$ cat config.mk
export PLATFORM = sky130hd
export DESIGN_NAME = ov5640_i2c_arb
export DESIGN_NICKNAME = d
export VERILOG_FILES = /design/src/rtl/ov5640_pkg.sv /design/src/rtl/ov5640_arb_slot.sv /design/src/rtl/ov5640_i2c_arb.sv
export SDC_FILE = /design/constraint.sdc
export NUM_CORES = 1
export LEC_CHECK = 0
export CAP_MARGIN = 10
export CORE_MARGIN = 1
export CORE_UTILIZATION = 42
export CTS_CLUSTER_DIAMETER = 40
export CTS_CLUSTER_SIZE = 40
export DETAILED_ROUTE_END_ITERATION = 12
export PLACE_DENSITY = 0.76
export SYNTH_ARGS = -nofsm -noshare
export SYNTH_HDL_FRONTEND = slang
export SYNTH_HIERARCHICAL = 1
export SYNTH_SLANG_ARGS = --single-unit
$ cat constraint.sdc
create_clock -name clk -period 1.6 [get_ports clk]
set_input_delay 0.24 -clock clk [delete_from_list [all_inputs] [get_ports clk]]
set_output_delay 0.24 -clock clk [all_outputs]
set_load 0.02 [all_outputs]
$ cat src/rtl/ov5640_pkg.sv
// ---------------------------------------------------------------------------
// ov5640_pkg
// Shared definitions for the OV5640 SCCB/I2C master arbiter.
//   - FSM state encoding (2 bits) and the state enum built on it
//   - command field widths (16-bit register address, 8-bit data)
//   - default WAIT timeout, only used when OV5640_ARB_TIMEOUT_EN is defined
// ---------------------------------------------------------------------------
package ov5640_pkg;

  localparam int ADDR_W = 16;
  localparam int DATA_W = 8;

  localparam logic [15:0] TIMEOUT_DEFAULT = 16'd20000;

  localparam logic [1:0] ST_IDLE  = 2'd0;
  localparam logic [1:0] ST_ISSUE = 2'd1;
  localparam logic [1:0] ST_WAIT  = 2'd2;
  localparam logic [1:0] ST_DONE  = 2'd3;

  typedef enum logic [1:0] {
    S_IDLE  = ST_IDLE,
    S_ISSUE = ST_ISSUE,
    S_WAIT  = ST_WAIT,
    S_DONE  = ST_DONE
  } arb_state_e;

endpackage

$ cat src/rtl/ov5640_arb_slot.sv
// ---------------------------------------------------------------------------
// ov5640_arb_slot
// One-deep command latch for one requester port of the OV5640 I2C arbiter.
// A start pulse while the slot is empty captures the command; a start pulse
// while it is full is dropped and reported one cycle later on err_o.
//
// Ports
//   clk, rst       clock / asynchronous active-high reset
//   exec_i         requester start pulse, command fields sampled with it
//   addr_i         16-bit register address
//   wdata_i        8-bit write data
//   rh_wl_i        1 = read, 0 = write
//   clear_i        transaction of this slot finished, empty the slot
//   busy_o         slot holds a pending or in-flight command
//   err_o          1-cycle pulse: start pulse dropped because slot was full
//   addr_o/wdata_o/rh_wl_o  latched command
// ---------------------------------------------------------------------------
module ov5640_arb_slot
  import ov5640_pkg::*;
(
  input  logic              clk,
  input  logic              rst,
  input  logic              exec_i,
  input  logic [ADDR_W-1:0] addr_i,
  input  logic [DATA_W-1:0] wdata_i,
  input  logic              rh_wl_i,
  input  logic              clear_i,
  output logic              busy_o,
  output logic              err_o,
  output logic [ADDR_W-1:0] addr_o,
  output logic [DATA_W-1:0] wdata_o,
  output logic              rh_wl_o
);

  logic              full_q,  full_d;
  logic              err_q,   err_d;
  logic [ADDR_W-1:0] addr_q,  addr_d;
  logic [DATA_W-1:0] wdata_q, wdata_d;
  logic              rh_wl_q, rh_wl_d;

  // A start pulse is judged against the registered full flag, so a pulse in
  // the same cycle as clear_i is still dropped; the owner sees busy_o=1 then.
  always_comb begin
    full_d  = full_q;
    err_d   = 1'b0;
    addr_d  = addr_q;
    wdata_d = wdata_q;
    rh_wl_d = rh_wl_q;
    if (clear_i) begin
      full_d = 1'b0;
    end
    if (exec_i) begin
      if (full_q) begin
        err_d = 1'b1;
      end else begin
        full_d  = 1'b1;
        addr_d  = addr_i;
        wdata_d = wdata_i;
        rh_wl_d = rh_wl_i;
      end
    end
  end

  always_ff @(posedge clk or posedge rst) begin
    if (rst) begin
      full_q  <= 1'b0;
      err_q   <= 1'b0;
      addr_q  <= '0;
      wdata_q <= '0;
      rh_wl_q <= 1'b0;
    end else begin
      full_q  <= full_d;
      err_q   <= err_d;
      addr_q  <= addr_d;
      wdata_q <= wdata_d;
      rh_wl_q <= rh_wl_d;
    end
  end

  assign busy_o  = full_q;
  assign err_o   = err_q;
  assign addr_o  = addr_q;
  assign wdata_o = wdata_q;
  assign rh_wl_o = rh_wl_q;

endmodule

$ cat src/rtl/ov5640_i2c_arb.sv
// ---------------------------------------------------------------------------
// ov5640_i2c_arb
// Shares one OV5640 SCCB/I2C master between two requesters:
//   port 0 = power-up register-table sequencer, port 1 = runtime access.
// Each port owns a one-deep command slot; the FSM picks a full slot, issues
// one i2c_exec pulse, waits for i2c_done and returns done / read data.
//
// Optional feature: define OV5640_ARB_TIMEOUT_EN to bound the WAIT state to
// TIMEOUT_CYC cycles; on expiry the granted port gets err + done, rdata=0.
//
// Parameters
//   PRIO_INIT    1: port 0 strict priority while init_done_i=0, then RR
//                0: always round-robin
//   TIMEOUT_CYC  WAIT cycles before a timeout (timeout build only)
//
// Ports
//   clk, rst                 dri_clk of the master / async active-high reset
//   init_done_i              register table complete (level)
//   pX_exec_i                start pulse, pX_addr_i/pX_wdata_i/pX_rh_wl_i
//                            sampled with it
//   pX_busy_o                command pending or in flight
//   pX_done_o                1-cycle completion pulse
//   pX_rdata_o               read data, valid with pX_done_o, held after
//   pX_err_o                 1-cycle pulse: dropped start or timeout
//   i2c_exec_o               1-cycle start pulse to the master
//   i2c_addr_o/i2c_data_w_o/i2c_rh_wl_o  command, stable from exec to done
//   i2c_done_i, i2c_data_r_i completion pulse and read data from the master
//   dbg_state_o              current FSM state (ST_* encoding)
//
// Handshake: every exec/done signal is a single-cycle pulse; a requester may
// pulse pX_exec_i whenever pX_busy_o=0 and it is accepted at that edge.
// ---------------------------------------------------------------------------
module ov5640_i2c_arb
  import ov5640_pkg::*;
#(
  parameter int          PRIO_INIT   = 1,
  parameter logic [15:0] TIMEOUT_CYC = TIMEOUT_DEFAULT
) (
  input  logic        clk,
  input  logic        rst,
  input  logic        init_done_i,
  input  logic        p0_exec_i,
  input  logic [15:0] p0_addr_i,
  input  logic [7:0]  p0_wdata_i,
  input  logic        p0_rh_wl_i,
  output logic        p0_busy_o,
  output logic        p0_done_o,
  output logic [7:0]  p0_rdata_o,
  output logic        p0_err_o,
  input  logic        p1_exec_i,
  input  logic [15:0] p1_addr_i,
  input  logic [7:0]  p1_wdata_i,
  input  logic        p1_rh_wl_i,
  output logic        p1_busy_o,
  output logic        p1_done_o,
  output logic [7:0]  p1_rdata_o,
  output logic        p1_err_o,
  output logic        i2c_exec_o,
  output logic [15:0] i2c_addr_o,
  output logic [7:0]  i2c_data_w_o,
  output logic        i2c_rh_wl_o,
  input  logic        i2c_done_i,
  input  logic [7:0]  i2c_data_r_i,
  output logic [1:0]  dbg_state_o
);

  arb_state_e state_q, state_d;
  logic       grant_q, grant_d;   // 0 = port 0, 1 = port 1
  logic       rr_q,    rr_d;      // port preferred on the next contended grant
  logic       to_q,    to_d;      // current completion is a timeout
  logic [7:0] p0_rdata_q, p0_rdata_d;
  logic [7:0] p1_rdata_q, p1_rdata_d;
  logic       finish;
  logic       timeout;
  logic       prio_active;
  logic       cmd_active;

  logic              s0_busy, s0_err, s0_rh_wl;
  logic [ADDR_W-1:0] s0_addr;
  logic [DATA_W-1:0] s0_wdata;
  logic              s1_busy, s1_err, s1_rh_wl;
  logic [ADDR_W-1:0] s1_addr;
  logic [DATA_W-1:0] s1_wdata;

  // The slot is released on the edge that leaves WAIT, so busy is already low
  // during DONE and a new start pulse from that port is accepted there.
  ov5640_arb_slot u_slot0 (
    .clk     (clk),
    .rst     (rst),
    .exec_i  (p0_exec_i),
    .addr_i  (p0_addr_i),
    .wdata_i (p0_wdata_i),
    .rh_wl_i (p0_rh_wl_i),
    .clear_i (finish & ~grant_q),
    .busy_o  (s0_busy),
    .err_o   (s0_err),
    .addr_o  (s0_addr),
    .wdata_o (s0_wdata),
    .rh_wl_o (s0_rh_wl)
  );

  ov5640_arb_slot u_slot1 (
    .clk     (clk),
    .rst     (rst),
    .exec_i  (p1_exec_i),
    .addr_i  (p1_addr_i),
    .wdata_i (p1_wdata_i),
    .rh_wl_i (p1_rh_wl_i),
    .clear_i (finish & grant_q),
    .busy_o  (s1_busy),
    .err_o   (s1_err),
    .addr_o  (s1_addr),
    .wdata_o (s1_wdata),
    .rh_wl_o (s1_rh_wl)
  );

`ifdef OV5640_ARB_TIMEOUT_EN
  logic [15:0] to_cnt_q, to_cnt_d;

  // Counts WAIT cycles from 0; expiry is flagged in the TIMEOUT_CYC-th one.
  assign to_cnt_d = (state_q == S_WAIT) ? to_cnt_q + 16'd1 : 16'd0;
  assign timeout  = (state_q == S_WAIT) && (to_cnt_q == TIMEOUT_CYC - 16'd1);

  always_ff @(posedge clk or posedge rst) begin
    if (rst) begin
      to_cnt_q <= 16'd0;
    end else begin
      to_cnt_q <= to_cnt_d;
    end
  end
`else
  logic unused_timeout_cfg;
  assign unused_timeout_cfg = ^TIMEOUT_CYC;
  assign timeout            = 1'b0;
`endif

  assign prio_active = (PRIO_INIT != 0) && !init_done_i;

  always_comb begin
    state_d    = state_q;
    grant_d    = grant_q;
    rr_d       = rr_q;
    to_d       = to_q;
    finish     = 1'b0;
    p0_rdata_d = p0_rdata_q;
    p1_rdata_d = p1_rdata_q;
    case (state_q)
      S_IDLE: begin
        if (s0_busy || s1_busy) begin
          state_d = S_ISSUE;
          to_d    = 1'b0;
          // The pointer only moves when it actually resolved a contention in
          // round-robin mode; a lone requester or a priority grant leaves it.
          if (s0_busy && s1_busy && !prio_active) begin
            grant_d = rr_q;
            rr_d    = ~rr_q;
          end else begin
            grant_d = ~s0_busy;
          end
        end
      end
      S_ISSUE: begin
        state_d = S_WAIT;
      end
      S_WAIT: begin
        if (i2c_done_i || timeout) begin
          state_d = S_DONE;
          finish  = 1'b1;
          to_d    = ~i2c_done_i;
          if (grant_q) begin
            p1_rdata_d = i2c_done_i ? i2c_data_r_i : 8'h00;
          end else begin
            p0_rdata_d = i2c_done_i ? i2c_data_r_i : 8'h00;
          end
        end
      end
      S_DONE: begin
        state_d = S_IDLE;
      end
      default: begin
        state_d = S_IDLE;
      end
    endcase
  end

  always_ff @(posedge clk or posedge rst) begin
    if (rst) begin
      state_q    <= S_IDLE;
      grant_q    <= 1'b0;
      rr_q       <= 1'b0;
      to_q       <= 1'b0;
      p0_rdata_q <= 8'h00;
      p1_rdata_q <= 8'h00;
    end else begin
      state_q    <= state_d;
      grant_q    <= grant_d;
      rr_q       <= rr_d;
      to_q       <= to_d;
      p0_rdata_q <= p0_rdata_d;
      p1_rdata_q <= p1_rdata_d;
    end
  end

  // Master-side command is driven only while a transaction is outstanding.
  assign cmd_active   = (state_q == S_ISSUE) || (state_q == S_WAIT);
  assign i2c_exec_o   = (state_q == S_ISSUE);
  assign i2c_addr_o   = cmd_active ? (grant_q ? s1_addr  : s0_addr)  : 16'h0000;
  assign i2c_data_w_o = cmd_active ? (grant_q ? s1_wdata : s0_wdata) : 8'h00;
  assign i2c_rh_wl_o  = cmd_active ? (grant_q ? s1_rh_wl : s0_rh_wl) : 1'b0;

  assign p0_busy_o  = s0_busy;
  assign p1_busy_o  = s1_busy;
  assign p0_done_o  = (state_q == S_DONE) && !grant_q;
  assign p1_done_o  = (state_q == S_DONE) &&  grant_q;
  assign p0_err_o   = s0_err | (p0_done_o & to_q);
  assign p1_err_o   = s1_err | (p1_done_o & to_q);
  assign p0_rdata_o = p0_rdata_q;
  assign p1_rdata_o = p1_rdata_q;

  assign dbg_state_o = state_q;

endmodule

==> results of run 1 <==
-- worst min-delay path: stages --
cell,delay (ps)
clkdlybuf4s50_1,440
inv_1,70
buf_4,270
-- worst max-delay path by stage --
| stage | from | end | slack [ps] | cells past startpoint |
|---|---|---|---|---|
| 2_1_floorplan | dbg_state_o[0] | dbg_state_o[1] | 40 | 5 |
| 3_3_place_gp | dbg_state_o[0] | i2c_data_w_o[7] | -330 | 5 |
| 3_5_place_dp | dbg_state_o[0] | i2c_data_w_o[7] | -320 | 5 |
| 4_1_cts | grant_q | i2c_rh_wl_o | -180 | 6 |
| 5_1_grt | grant_q | i2c_addr_o[13] | -210 | 4 |
| 6_report | dbg_state_o[1] | i2c_data_w_o[7] | -140 | 5 |
-- area by class of cell --
class	count	area, um2
timing repair buffer	145	1510
tap	105	131
inverter	6	22.5
clock inverter	5	125
clock buffer	11	131
fill	548	2390
multi-input combinational	152	2100
sequential	75	1880
-- what timing repair did --
action	in CTS	in global routing
gates cloned	1	0
setup buffers	8	1
endpoints found under the setup margin	34	48
gates resized for setup	246	20
-- per-layer routing --
layer | vias to the layer above | share of wire [%] | track usage [%]
met5 | - | 0 | 0
met1 | 1206 | 43 | 25.5
li1 | 1131 | - | -
met2 | 81 | 50 | 33.2
met3 | 10 | 5.9 | 5.48
met4 | 0 | 1.3 | 7.20
-- power groups by stage --
stage | sequential (mW) | combinational, mW | clock, mW
2_1_floorplan | 3.59 | 4.39 | 0
3_3_place_gp | 3.39 | 7.09 | 0
3_5_place_dp | 3.42 | 7.16 | 0
4_1_cts | 3.63 | 8.62 | 1.90
5_1_grt | 3.79 | 9.22 | 2.00
6_report | 3.66 | 8.74 | 1.86
-- placed cells by master (no fill, tap or decap), types with 2 or more instances in the layout --
| cell type | netlist | final |
|---|---|---|
| clkdlybuf4s50_1 | 0 | 76 |
| dfrtp_1 | 75 | 71 |
| mux2_4 | 40 | 40 |
| buf_6 | 2 | 34 |
| mux2_2 | 27 | 27 |
| nor2b_4 | 0 | 26 |
| mux2i_4 | 0 | 20 |
| buf_4 | 2 | 20 |
| clkbuf_8 | 0 | 9 |
| buf_12 | 4 | 7 |
| nor2_1 | 4 | 4 |
| inv_1 | 6 | 4 |
| bufinv_16 | 0 | 4 |
| dfrtp_2 | 0 | 4 |
| dlygate4sd2_1 | 0 | 4 |
| mux2i_1 | 26 | 3 |
| mux2i_2 | 0 | 3 |
| a21oi_1 | 3 | 3 |
| ha_4 | 0 | 3 |
| ha_1 | 6 | 3 |
| dlymetal6s2s_1 | 0 | 3 |
| inv_2 | 0 | 2 |
| clkbuf_1 | 2 | 2 |
| and2_2 | 2 | 2 |
-- per-stage QoR --
step	total power, mW	instance area, um2	worst slack (ps)
finish	14.3	5910	-142
global placement	10.5	5160	-329
global route	15.0	5910	-212
floorplan	7.98	3780	39.5
detailed placement	10.6	5160	-316
CTS	14.2	5850	-177
-- registers in the layout, indices dropped and copies added, names as in the netlist --
| signal | flops |
|---|---|
| u_slot1/err_o | 1 |
| grant_q | 1 |
| u_slot0/rh_wl_o | 1 |
| u_slot0/err_o | 1 |
| u_slot0/busy_o | 1 |
| u_slot0/wdata_o | 8 |
| dbg_state_o | 2 |
| p0_rdata_o | 8 |
| p1_rdata_o | 8 |
| u_slot0/addr_o | 16 |
| u_slot1/wdata_o | 8 |
| u_slot1/busy_o | 1 |
| rr_q | 1 |
| to_q | 1 |
| u_slot1/addr_o | 16 |
| u_slot1/rh_wl_o | 1 |
-- kinds of logic (layout without fill, tap and decap cells) --
kind of cell / Yosys count / in the layout / share of synthesized area (%)
simple gates: 44 / 44 / 8.03
xor+xnor: 1 / 1 / 0.241
compound gates: 8 / 8 / 1.48
fa+ha+maj: 6 / 6 / 2.07
mux: 93 / 93 / 32.1
flops: 75 / 75 / 51.7
buf+inv: 18 / 167 / 4.34
==> impl_results.md, run 1 <==
- Cell-internal power: 9.31 mW
- Outcome: finished with violations
- Core Util, Final: 71.2%
- Post-synth net total: 315
- VDD IR-drop max: 1500 uV
- Area Overhead vs Synth: 62.8%
- Sequential power share: 25.7%
- Synth area leaders: dfrtp_1 (52%), mux2_4 (17%), mux2_2 (8.4%), mux2i_1 (7.2%), nor2b_1 (4.5%)
- Worst Path Arrival: 1500 ps
- Delay-heaviest family, CP: flip-flops
- Post-synthesis async set-or-reset flop share: 100%
- Starting density of the core: 43.7%
- R2R Setup Slk: 70 ps
- Grt total ovfl: 0
- Crit Reg-Reg Startpoint: dbg_state_o[0]
- CP Data Required Time: 1360 ps
- NetSw: 4.95 mW
- Post-Syn Area per Cell: 14.8 um2
- Sink Count: 75
- Slowest stage cell, crit path: dfrtp_2
- Post-Syn Area: 3630 um2
- Non-filler cells, final: 499
- Fin crit period: 1740 ps
- FP Rows: 33
- DP Wirelength: 5670 um
- Die height: 94.9 um
- Distinct cell type count after synthesis: 31
- #FFs+latches synth: 75
- Area leader, netlist: dfrtp_1
- Post-Synthesis Cells: 245
- Endpoints failing hold: 0
- Wire per inst: 16.8 um
- Yosys warns: 6
- Max-slew headroom: 73.5%
- Worst Path Buf+Inv: 3
- Setup crit start kind: register
- Hold Buf Count CTS: 0
- DRT Pass-1 Iters: 4
- Finish-stage setup viols: 28
- Clk root buf: clkbuf_8
- RSZ-0062 raised after global routing: true
- TNS Setup: -3070 ps
- Largest net degree at the start of global routing: 28
- Post-synth top cells: dfrtp_1 (75), mux2_4 (40), mux2_2 (27), mux2i_1 (26), nor2b_1 (26)
- Routed WL: 8390 um
- Post-synth top flop: dfrtp_1
- Sw Share: 34.7%
- Core Area: 8300 um2
- Worst r2r dst: dbg_state_o[1]
- Setup CP Type: reg2out
- Drt drc: 0
- TritonCTS Buffers: 9
- Iteration-0 DRC Markers: 55
- Final Slew Violations: 0
- Fin crit share: 109%
- CTS clk-pin slew, worst paths: 80 ps
- Worst-path maximum fanout: 13
- Setup crit end kind: output pin
- Reg2reg path depth: 6
- Max Clock Freq: 0.574 GHz
- GPL Wtd Cong: 0.766
- PD cells: 2410 nW/um2
- Final worst slack: -142 ps
- Via count: 2,428
- CTS H-tree lvls: 3
- Die W: 94.9 um
- Failing checks: setup timing
- Number of synthesized flops with an enable pin: 0
- Clock power share: 13.1%
- Synth top area share: 51.7%
- IO Count: 114
- Hold Slack: 290 ps
- Port Buf Inserts: 113
- Ant diodes: 0
- Combinational power share: 61.3%
- First-pass GRT wire length: 13,400 um
- Routed vias/inst: 4.87
- Critical path, cell by cell: inv_2 > ha_4 > buf_12 > nor2b_2 > buf_6
- GRT Total Usage: 20.2%
- Layout cell share with drive strength beyond 1: 53.8%
- Vias in the first global route: 2,641
- Lkg Pwr: 2.60 nW
- Hold Path Class: in2async
- Initial antenna violation count: 0
- CTS tree: done
- Worst-Margin Slew: 397 ps
- DP Cell Count: 476
- Clock skew: 9.26 ps
- Clk_lat worst skew: 340 ps
- Bufs on Longest Clock Path: 2
- Slowest Stage Delay on Critical Path: 380 ps
- Top-count cell post-synth: dfrtp_1
- Max_cap viols: 0
- Register area share after synthesis: 51.7%
- DRT antenna net count: 0
- Die Area: 9010 um2
- Fin nets: 459
(Power assumes the default switching activity.)
==> inputs of run 2 (changes only) <==
CORE_ASPECT_RATIO = 0.9   (was default)
==> run 2 against run 1 <==
Effect of this change:
- the run still ends with setup timing left
- first-iteration DRC count up 15%
- clock-buffer cell count shrank 2
- total power decreased by 9.5%
- combinational power fell by 11%
- worst hold slack got worse by 60 ps
- sequential power shrank 4%
- setup slack better by 10 ps
- global-route usage shrank 0.79 points
- cell area is 5.3% lower
- via count decreased by 4.0%
- register-to-register slack better by 50 ps
- clock power fell by 15%
- critical path type unchanged
==> impl_results.md, run 2 (synthesis gave the netlist of run 1 again) <==
- Outcome: finished with violations
- Failing checks: setup timing
- Routed vias/inst: 4.65 (-4.4%)
- DRT Pass-1 Iters: 4 (unchanged)
- Commonest cells after routing, fill and taps aside: dfrtp_1 (70), clkdlybuf4s50_1 (69), mux2_4 (40)
- CTS clk-pin slew, worst paths: 80 ps (about the same)
- GRT Total Usage: 19.4% (-0.79 points)
- Wire per inst: 16.1 um (-4.2%)
- Slowest Stage Delay on Critical Path: 420 ps (+40 ps)
- GPL Wtd Cong: 0.761 (-0.68%)
- Max_cap viols: 0 (unchanged)
- TritonCTS Buffers: 9 (unchanged)
- Clock skew: 7.54 ps (-1.72 ps)
- Area of the multi-input gates: 1910 um2 (-9.5%)
- FP Rows: 31 (-6.1%)
- Hold Slack: 230 ps (-60.4 ps)
- Routed WL: 8070 um (-3.8%)
- Power Total: 12.9 mW (-9.5%)
- DP Cell Count: 484 (+1.7%)
- Hold Buf Count CTS: 0 (unchanged)
- Fillers: 597 (+8.9%)
- CTS tree: done
- Core Area: 8220 um2 (-0.92%)
- Endpoints failing hold: 0 (unchanged)
- Setup CP Type: reg2out
- Max Clock Freq: 0.577 GHz (+0.58%)
- Finish-stage setup viols: 27 (-3.6%)
- Fin area: 5600 um2 (-5.3%)
- First-pass GRT wire length: 13,300 um (-0.31%)
- Area Overhead vs Synth: 54.3%
- Die W: 100 um (+5.3%)
- DRT antenna net count: 0 (unchanged)
- IO Count: 114 (unchanged)
- Sink Count: 75 (unchanged)
- Starting density of the core: 44.1% (+0.41 points)
- Worst Path Arrival: 1490 ps (about the same)
- Commonest non-fill, non-tap cell in the layout: dfrtp_1
- VDD IR-drop max: 1510 uV (+0.78%)
- Fin nets: 451 (-1.7%)
- Hold Path Class: in2async
- Vias in the first global route: 2,637 (-0.15%)
- RSZ-0062 raised after global routing: true
- Fin crit share: 108% (-0.62 points)
- Max-slew headroom: 74.7% (+1.1 points)
- Die Area: 9020 um2 (about the same)
- Bufs on Longest Clock Path: 2 (unchanged)
- Via count: 2,330 (-4.0%)
- Dpl cell area: 5180 um2 (+0.44%)
- Grt total ovfl: 0 (unchanged)
- Iteration-0 DRC Markers: 63 (+15%)
- Clk_lat worst skew: 350 ps (about the same)
- Reg area: 1880 um2 (about the same)
- CP Data Required Time: 1360 ps (about the same)
- Worst-Margin Slew: 380 ps (-17.1 ps)
- Critical path, cell by cell: buf_12 > mux2i_2 > nor2b_4 > buf_4
- Core Util, Final: 68.1% (-3.1 points)
- Slowest stage cell, crit path: dfrtp_2
- Final Slew Violations: 0 (unchanged)
- Setup crit start kind: register
- Layout cell share with drive strength beyond 1: 50.8% (-3.0 points)
- PD cells: 2310 nW/um2 (-4.5%)
- Initial antenna violation count: 0 (unchanged)
- Ant diodes: 0 (unchanged)
- Setup crit end kind: output pin
- Worst-path maximum fanout: 18 (+5)
- Final worst slack: -132 ps (+9.97 ps)
- Largest net degree at the start of global routing: 28 (unchanged)
- Clk root buf: clkbuf_8
- Fin crit period: 1730 ps (-9.97 ps)
- CTS H-tree lvls: 3 (unchanged)
- Die height: 90.2 um (-5.0%)
- Lkg Pwr: 2.59 nW (-0.32%)
- Non-filler cells, final: 501 (+0.40%)
- Port Buf Inserts: 113 (unchanged)
- Drt drc: 0 (unchanged)
- DP Wirelength: 6040 um (+6.5%)
## run 2: cell types whose count changed in the layout (fill, tap and decap cells not counted), sizes merged
cell,change
clkbuf,-2
clkinv,+1
dlymetal6s2s,+7
buf,-8
clkdlybuf4s50,-7
bufinv,-2
clkinvlp,+3
## run 2: worst paths after layout
check / from / to / slack [ps] / cells past startpoint
setup / recovery: grant_q / i2c_addr_o[10] / -130 / 4
hold / removal: rst / to_q / 230 / 2
setup reg to reg: dbg_state_o[1] / dbg_state_o[1] / 120 / 4
hold reg to reg: rr_q / rr_q / 490 / 1
max in group asynchronous: rst / u_slot1/busy_o / 940 / 3
min in group clk: rr_q / rr_q / 490 / 1
## run 2: per-stage QoR
stage / TNS (ps) / worst slack [ps]
after floorplan: 0 / 39.5
after global routing: -5030 / -207
final: -2750 / -132
after CTS: -3780 / -164
after global placement: -8290 / -366
after detailed placement: -9370 / -357
## run 2: metal layers
metal	track usage (%)	share of wire (%)
met1	23.7	43
met2	32.2	50
met3	7.85	6.4
met4	4.23	0.74
met5	0	0
## run 2: power breakdown
part	switching [mW]	total [mW]	internal, mW
sequential	0.669	3.52	2.85
combinational	3.21	7.81	4.59
clock	0.708	1.58	0.872
total	4.59	12.9	8.31
## run 2: cell type report
type / count / share of cell area, %
Multi-Input combinational cell: 152 / 34.0
Timing Repair Buffer: 137 / 25.5
Tap cell: 115 / 2.57
Clock inverter: 7 / 1.65
Sequential cell: 75 / 33.6
Clock buffer: 9 / 2.21
Inverter: 6 / 0.402
## run 2: critical path, delay by kind of cell, from the launching register on
family | cells | cell delay [ps]
buffers and inverters | 2 | 360
DFF | 1 | 420
muxes | 1 | 300
and+or+nand+nor | 1 | 60
## run 2: timing repair
| item | 4_1_cts | 5_1_grt |
|---|---|---|
| hold endpoints to repair | 0 | 0 |
| buffers inserted | 1 | 0 |
| resized for setup | 202 | 19 |
| endpoints found under the setup margin | 34 | 53 |
